[src/rtl/uart_arb_pkg.sv]
// Shared types and sizing helpers for the UART TX arbiter.
// Latency: n/a (declarations only).
// Backpressure: n/a (declarations only).
package uart_arb_pkg;

   typedef enum logic {
      ARB_IDLE = 1'b0,
      ARB_LOCK = 1'b1
   } arb_state_t;

   // Watchdog counter width: must be able to hold STALL_LIMIT itself.
   function automatic int stall_cnt_w(input int limit);
      return $clog2(limit + 1);
   endfunction

endpackage

[src/rtl/uart_rr_pick.sv]
// Rotate-priority picker: first set bit of valid at or after ptr, wrapping at N-1.
// Latency: purely combinational.
// Backpressure: none; the caller decides when to consume the pick.
module uart_rr_pick
   import uart_arb_pkg::*;
#(
   parameter int N = 4
) (
   input  logic [N-1:0]         valid,
   input  logic [$clog2(N)-1:0] ptr,
   output logic                 any,
   output logic [N-1:0]         onehot,
   output logic [$clog2(N)-1:0] idx
);

   localparam int            IW   = $clog2(N);
   localparam logic [IW-1:0] LAST = IW'(N - 1);

   logic [IW-1:0] cand;

   // Walk the ring starting at ptr; wrap explicitly so non-power-of-two N works.
   always_comb begin
      any    = 1'b0;
      onehot = '0;
      idx    = '0;
      cand   = ptr;
      for (int i = 0; i < N; i++) begin
         if (!any && valid[cand]) begin
            any         = 1'b1;
            idx         = cand;
            onehot[cand] = 1'b1;
         end
         cand = (cand == LAST) ? '0 : cand + 1'b1;
      end
   end

endmodule

[src/rtl/uart_tx_arbiter.sv]
// Shares the uart_core TX write port among NUM_REQ byte streams, round-robin per packet, with a stall watchdog.
// Latency: one IDLE cycle to grant; accepted byte appears on wdata_o/wdata_we_o one cycle after the handshake.
// Backpressure: owner's ready follows !tx_fifo_full_i combinationally; non-owners always see ready low.
module uart_tx_arbiter
   import uart_arb_pkg::*;
#(
   parameter int NUM_REQ     = 4,
   parameter int DATA_W      = 8,
   parameter int STALL_LIMIT = 1024
) (
   input  logic                       clk_i,
   input  logic                       rst_i,
   input  logic [NUM_REQ-1:0]         req_valid_i,
   input  logic [NUM_REQ*DATA_W-1:0]  req_data_i,
   input  logic [NUM_REQ-1:0]         req_last_i,
   output logic [NUM_REQ-1:0]         req_ready_o,
   input  logic                       tx_fifo_full_i,
   output logic [DATA_W-1:0]          wdata_o,
   output logic                       wdata_we_o,
   output logic [NUM_REQ-1:0]         grant_o,
   output logic                       busy_o,
   output logic                       stall_err_o,
   output logic [$clog2(NUM_REQ)-1:0] stall_src_o,
   input  logic                       stall_clr_i
);

   localparam int               IDX_W    = $clog2(NUM_REQ);
   localparam int               CNT_W    = stall_cnt_w(STALL_LIMIT);
   localparam logic [CNT_W-1:0] CNT_LAST = CNT_W'(STALL_LIMIT - 1);
   localparam logic [IDX_W-1:0] IDX_MAX  = IDX_W'(NUM_REQ - 1);

   arb_state_t       state;
   logic [IDX_W-1:0] owner;
   logic [IDX_W-1:0] rr_ptr;
   logic [IDX_W-1:0] owner_next;
   logic [CNT_W-1:0] stall_cnt;

   logic               pick_any;
   logic [NUM_REQ-1:0] pick_onehot;
   logic [IDX_W-1:0]   pick_idx;

   logic              own_valid;
   logic              own_last;
   logic [DATA_W-1:0] own_data;
   logic              xfer;
   logic              stall_hit;

   uart_rr_pick #(
      .N (NUM_REQ)
   ) u_pick (
      .valid  (req_valid_i),
      .ptr    (rr_ptr),
      .any    (pick_any),
      .onehot (pick_onehot),
      .idx    (pick_idx)
   );

   // Select the owner's lane and decide whether a byte moves this cycle.
   always_comb begin
      own_valid   = req_valid_i[owner];
      own_last    = req_last_i[owner];
      own_data    = req_data_i[owner*DATA_W +: DATA_W];
      owner_next  = (owner == IDX_MAX) ? '0 : owner + 1'b1;
      xfer        = (state == ARB_LOCK) && own_valid && !tx_fifo_full_i;
      stall_hit   = (stall_cnt >= CNT_LAST);
      req_ready_o = ((state == ARB_LOCK) && !tx_fifo_full_i) ? grant_o : '0;
   end

   // Arbitration FSM with registered grant, write strobe/data and watchdog state.
   always_ff @(posedge clk_i or posedge rst_i) begin
      if (rst_i) begin
         state       <= ARB_IDLE;
         owner       <= '0;
         rr_ptr      <= '0;
         stall_cnt   <= '0;
         grant_o     <= '0;
         busy_o      <= 1'b0;
         wdata_o     <= '0;
         wdata_we_o  <= 1'b0;
         stall_err_o <= 1'b0;
         stall_src_o <= '0;
      end else begin
         wdata_we_o <= 1'b0;
         // A same-cycle abort below overrides this clear.
         if (stall_clr_i) begin
            stall_err_o <= 1'b0;
         end
         case (state)
            ARB_IDLE: begin
               if (pick_any) begin
                  state     <= ARB_LOCK;
                  owner     <= pick_idx;
                  grant_o   <= pick_onehot;
                  busy_o    <= 1'b1;
                  stall_cnt <= '0;
               end
            end
            ARB_LOCK: begin
               if (xfer) begin
                  wdata_o    <= own_data;
                  wdata_we_o <= 1'b1;
                  stall_cnt  <= '0;
                  if (own_last) begin
                     state   <= ARB_IDLE;
                     grant_o <= '0;
                     busy_o  <= 1'b0;
                     rr_ptr  <= owner_next;
                  end
               end else if (stall_hit) begin
                  // Owner made no progress for the whole window: drop the lock.
                  state       <= ARB_IDLE;
                  grant_o     <= '0;
                  busy_o      <= 1'b0;
                  rr_ptr      <= owner_next;
                  stall_err_o <= 1'b1;
                  stall_src_o <= owner;
               end else begin
                  // stall_hit stops the count before it can exceed CNT_LAST.
                  stall_cnt <= stall_cnt + 1'b1;
               end
            end
            default: begin
               state <= ARB_IDLE;
            end
         endcase
      end
   end

endmodule

[config.mk]
export PLATFORM = sky130hd
export DESIGN_NAME = uart_tx_arbiter
export DESIGN_NICKNAME = d
export VERILOG_FILES = /design/src/rtl/uart_arb_pkg.sv /design/src/rtl/uart_rr_pick.sv /design/src/rtl/uart_tx_arbiter.sv
export SDC_FILE = /design/constraint.sdc
export NUM_CORES = 1
export LEC_CHECK = 0
export BUFFER_PORTS_ARGS = -buffer_cell sky130_fd_sc_hd__buf_4
export CORE_MARGIN = 5
export CORE_UTILIZATION = 57
export DETAILED_ROUTE_END_ITERATION = 16
export GPL_TIMING_DRIVEN = 0
export PLACE_DENSITY = 0.95
export SLEW_MARGIN = 30
export SYNTH_ARGS = -nofsm -noshare
export SYNTH_HDL_FRONTEND = slang
export SYNTH_HIERARCHICAL = 1
export SYNTH_SLANG_ARGS = --single-unit
[constraint.sdc]
create_clock -name clk_i -period 4.6 [get_ports clk_i]
set_input_delay 0.23 -clock clk_i [delete_from_list [all_inputs] [get_ports clk_i]]
set_output_delay 0.23 -clock clk_i [all_outputs]
set_load 0.01 [all_outputs]
== Word-level counts from Yosys, hierarchy flattened ==
Index checks and enable logic that the tools add are counted.

* Bits in registers: 33
* Input bits: 44
* Memory bits (read-only): 0
* Logic and storage cells: 126
* Latch bits: 0
* Memories kept: 0
* Memory bits (writable): 0
* Output and inout bits: 21

* $add $sub $neg: 5
* Multipliers: 0
* Divide/modulo/power cells: 0
* Equal/unequal tests: 9
* Shift-type cells: 1
* Bitwise logic cells: 5
* Muxes and demuxes: 65
* $lt $le $gt $ge: 10
* Reductions and logical operators: 21

{| class="wikitable"
|+ Operators by type and width
! cell !! number
|-
| $mux 4 || 9
|-
| $mux 11 || 3
|-
| $shiftx 32x6->8 || 1
|-
| $mux 1 || 28
|-
| $mux 2 || 11
|-
| $pmux 11 s2 || 1
|-
| $lt 2x3->1 const B || 5
|-
| $bmux 1 s2 || 6
|-
| $or 4x4->4 || 3
|-
| $add 11x1->11 const B || 1
|-
| $ge 11x10->1 const B || 1
|-
| $logic_and 1x1->1 || 10
|-
| $reduce_and 3->1 || 3
|-
| $add 2x1->2 const B || 4
|-
| $demux 1 s2 || 4
|-
| $eq 2x2->1 const B || 4
|-
| $ge 2x1->1 const B || 4
|-
| $pmux 4 s2 || 1
|-
| $ne 3x3->1 const B || 2
|-
| $reduce_and 2->1 || 3
|-
| $logic_not 1->1 || 4
|-
| $ne 2x2->1 const B || 2
|-
| $pmux 1 s2 || 2
|-
| $ne 3x1->1 const B || 1
|-
| 2 further kinds || 3
|}

== Logic depth before layout (Yosys ltp) ==
* Word-level depth: 14
* Depth in mapped cells: 13
* Depth with buffers taken out: 9

== By module ==
The synthesis kept the hierarchy.

{| class="wikitable"
|+ By module, submodules not included
! module !! area each (sq um) !! instances !! sequential area each (sq um) !! cells an instance
|-
| uart_tx_arbiter || 1846.8 || 1 || 825.8 || 149
|-
| uart_rr_pick || 524.3 || 1 || 0.0 || 65
|}

== Worst setup path before layout ==
Ideal clock, no wire load.

* Path kind: reg2reg
* From: register rr_ptr[0]
* To: register owner[0]
* Stages on the path, launching flop included: 11
* Data required time: 4.475 ns
* Path slack: 1.711 ns
* Arrival: 2.764 ns
* Setup time: 0.125 ns
* Period minus slack after synthesis: 2.889 ns
* Path buffers: 3
* Path through: dfrtp_1 -> buf_4 -> buf_2 -> inv_1 -> ha_1 -> buf_6 -> mux4_2 -> nor2b_4 -> or4_1 -> o21a_1 -> mux2_2

* Elaborated cells on any way between the ends: 32
* Classes of those cells: 3 x add/sub; 3 x eq/ne; 19 x mux; 7 x reduce/logical

{| class="wikitable"
|+ RTL lines
! item !! line !! RTL
|-
| from (decl) || uart_tx_arbiter.sv:34 || <nowiki>logic [IDX_W-1:0] rr_ptr;</nowiki>
|-
| from (signal assigned) || uart_tx_arbiter.sv:107 || <nowiki>rr_ptr <= owner_next;</nowiki>
|-
| from (signal assigned) || uart_tx_arbiter.sv:114 || <nowiki>rr_ptr <= owner_next;</nowiki>
|-
| branches (longest 11 deep; another with $add 2x1->2) || n/a ||
|-
| $mux 2 (*) || uart_rr_pick.sv:28 || <nowiki>if (!any && valid[cand]) begin</nowiki>
|-
| named net pick_idx[0] || uart_tx_arbiter.sv:40 || <nowiki>logic [IDX_W-1:0] pick_idx;</nowiki>
|-
| to (signal assigned) || uart_tx_arbiter.sv:92 || <nowiki>owner <= pick_idx;</nowiki>
|-
| to (decl) || uart_tx_arbiter.sv:33 || <nowiki>logic [IDX_W-1:0] owner;</nowiki>
|}

Mark *: on every way through the listed nets, which the timed path passes. The select of a mux whose other input is x is not followed.
A chain may end at the register's enable or synchronous reset.

== Final worst setup path ==
* From: register rr_ptr[0]
* To: register grant_o[0]

* Cells in the longest elaborated chain, start to end: 14
* Elaborated cells on any way between the ends: 58
* Classes of those cells: 3 x add/sub; 8 x order compare; 4 x eq/ne; 29 x mux; 3 x bitwise; 11 x reduce/logical

{| class="wikitable"
|+ RTL lines
! item !! line !! RTL
|-
| branches (longest 11 deep; another with $add 2x1->2) || n/a ||
|-
| $mux 1 (*) || uart_rr_pick.sv:28 ||
|-
| named net pick_any || uart_tx_arbiter.sv:38 || <nowiki>logic pick_any;</nowiki>
|-
| $ne 2x2->1 (no line) (*) || n/a ||
|-
| $reduce_and 3->1 (no line) (*) || n/a ||
|-
| to (signal assigned) || uart_tx_arbiter.sv:93 || <nowiki>grant_o <= pick_onehot;</nowiki>
|-
| to (decl) || uart_tx_arbiter.sv:20 || <nowiki>output logic [NUM_REQ-1:0] grant_o,</nowiki>
|}

Marks and branches as above.

==> impl_results.md <==
- Slew margin rel.: 54.4%
- Cell Pwr Density: about 620 mW/mm^2
- CTS Root Cell: clkbuf_8
- Number of CTS-inserted buffers: 5
- Layout cell share with drive strength beyond 1: roughly two fifths
- Largest net degree at the start of global routing: 34
- Synth top area cells: dfrtp_1, mux4_2, mux2_2, ha_1, a22o_1
- # setup viols final: 0
- Filler cell count: between 200 and 300
- Setup TNS: 0 ns
- Chip Width: 74.5 microns
- Sequential share of the synthesized area: approximately a third
- Total track usage: between 20% and 30%
- Async set or reset register ratio after synthesis: between 90% and 100%
- Fin crit share: between 70% and 80%
- First-pass GRT wire length: 10,400 microns
- Synthesized area: between 0.002 and 0.0025 sq mm
- TritonRoute pass-1 iters: 4
- Clock sink total: 33
- Most frequent cell after synthesis: dfrtp_1
- CTS clk-pin slew, worst paths: about 0.06 ns
- Reg2reg setup slack: about 1.2 ns
- Post-DP HPWL: between 4000 and 5000 microns
- CP required: roughly 4.8 ns
- Status: completed
- Post-DRT Antenna Nets: 0
- H-tree levels: 2
- Primary FF master, synth: dfrtp_1
- Arr. time, crit path: 3.58 ns
- Final Hold Fails: 0
- I/O pins: 65
- Setup Buffers After CTS: 0
- Syn Inst Count: between 200 and 250
- Core Area: around 0.0040 sq mm
- Vias in the first global route: about 2,200
- Resized Gates After CTS: 0
- Yosys top cell by area: dfrtp_1
- Fmax: a little under 300 MHz
- Crit Path Class: flip-flop to flip-flop
- Number of synthesized register bits: 33
- Crit Path Max Fanout: 10
- PortBufs: 64
- Max-cap violations: 0
- FP Rows: 23
- Worst-margin pin slew: 0.684 ns
- Syn. warnings: 6
- Remaining global-route overflow: 0
- Via density: approximately 6.2
- Die Ht: about 74 microns
- CTS tree: done
- Crit end category: flip-flop
- Mapped Nets: between 200 and 300
- RSZ-0062 raised after global routing: no
- Global placement routability congestion: 0.855
- Ant. Diodes: 0
- Top-area cell type share of the netlist area: a little over a third
- Slew Limit Fails: 0
- Skew final: between 0.003 and 0.004 ns
- Startpoint types: flip-flop
- Post-synth EDFFs: 0
- Post-layout util: between 70% and 80%
- Die area: around 0.0055 sq mm
- Initial Util: roughly three fifths
- Cts hold-fix bufs: 0
- Clock Latency Late Sink: approximately 0.28 ns
- DR iter-0 viols: ~180
- DR vias: roughly 2,100
- Initial antenna violation count: 0
- Layout area overhead: 26.5%
- WL final: roughly 6300 microns
- Nets: 338
- DR WL/cell: between 15 and 20 microns
- Worst R2R Path Depth: 12
- Min cycle time layout: around 3.4 ns
- Netlist cell types: between 50 and 60
- # DRC: 0
- R2R Path End: grant_o[0]
- Top cells by count, synth: dfrtp_1, inv_1, mux4_2
- Worst R2R Start: rr_ptr[0]
- Peak VDD IR: around 400 uV
- Avg Cell Area, Syn: 11.1 sq um
- Pleak: 1.38 nW
- Hold Path Class: input pin to async pin
- Max clock buf depth: 2
-- final cells by class --
type | count | area [sq um] | area share (%)
Buffer | 16 | 100 | 3.34
Tap cell | 50 | 62.6 | 2.09
Multi-Input combinational cell | 151 | 1390 | 46.4
Inverter | 14 | 52.6 | 1.75
Sequential cell | 33 | 826 | 27.5
Timing Repair Buffer | 64 | 480 | 16.0
Clock buffer | 7 | 86.3 | 2.88
-- cell families after synthesis --
logic type / synth area share [%]
multiplexers: 21.4
AO/OA/AOI/OAI: 20.0
AND/OR/NAND/NOR: 12.6
flip-flops: 34.8
buffers and inverters: 6.44
adder cells (fa/ha/maj): 4.75
-- per-stage QoR --
| stage | instance area (sq um) | power [mW] | setup slack (ns) | hold WS, ns | std cells |
|---|---|---|---|---|---|
| floorplan | 2370 | 1.31 | 1.71 | 0.329 | 214 |
| global placement | 2910 | 1.55 | 1.41 | 0.416 | 328 |
| detailed placement | 2910 | 1.61 | 1.35 | 0.379 | 328 |
| CTS | 3000 | 1.85 | 1.31 | 0.0767 | 335 |
| global route | 3000 | 1.98 | 1.09 | 0.121 | 335 |
| finish | 3000 | 1.85 | 1.24 | 0.0605 | 335 |
-- registers in the layout (all words and copies together), names as in the netlist --
| name | count |
|---|---|
| wdata_we_o | 1 |
| rr_ptr | 2 |
| stall_src_o | 2 |
| state | 1 |
| stall_err_o | 1 |
| stall_cnt | 11 |
| grant_o | 4 |
| owner | 2 |
| busy_o | 1 |
| wdata_o | 8 |
-- routing by layer --
layer	wire (microns)	global-route usage (%)
met5	0	0
met1	2300	28.9
met2	3340	44.8
met3	547	7.57
met4	132	6.92
-- cells in the final DEF, fill, tap and decap left out, types with 5 or more instances in the layout --
cell and count:
mux2_2 12, a21oi_1 12, a22o_1 8, nor2_1 6
clkbuf_8 6, buf_2 5, ha_1 9, nand2_1 7
dfrtp_1 33, nand4_1 6, mux2i_1 5, a221o_1 5
inv_1 13, buf_4 65, mux4_2 13, o211ai_1 5
clkbuf_1 6, and2_1 7
-- where the power goes --
part	internal, mW	switching, mW
registers	0.382	0.0830
logic	0.592	0.575
clock network	0.119	0.0992
-- worst max-delay path: stages (launching register included) --
cell,delay [ns]
dfrtp_1,0.44
buf_4,0.22
buf_2,0.23
inv_1,0.13
ha_1,0.31
buf_6,0.13
mux4_2,0.55
a31oi_1,0.25
nand2_1,0.15
or2_2,0.30
clkbuf_1,0.17
o211ai_1,0.20
a22o_1,0.19
-- worst max path at each step --
stage	from	to	slack [ns]	cells past startpoint
2_1_floorplan	rr_ptr[0]	owner[0]	1.71	10
3_3_place_gp	rr_ptr[0]	grant_o[3]	1.41	12
3_5_place_dp	rr_ptr[0]	grant_o[0]	1.35	12
4_1_cts	rr_ptr[0]	grant_o[0]	1.31	12
5_1_grt	rr_ptr[0]	grant_o[1]	1.09	12
6_report	rr_ptr[0]	grant_o[0]	1.24	12
Power figures use the tool's default switching activity.
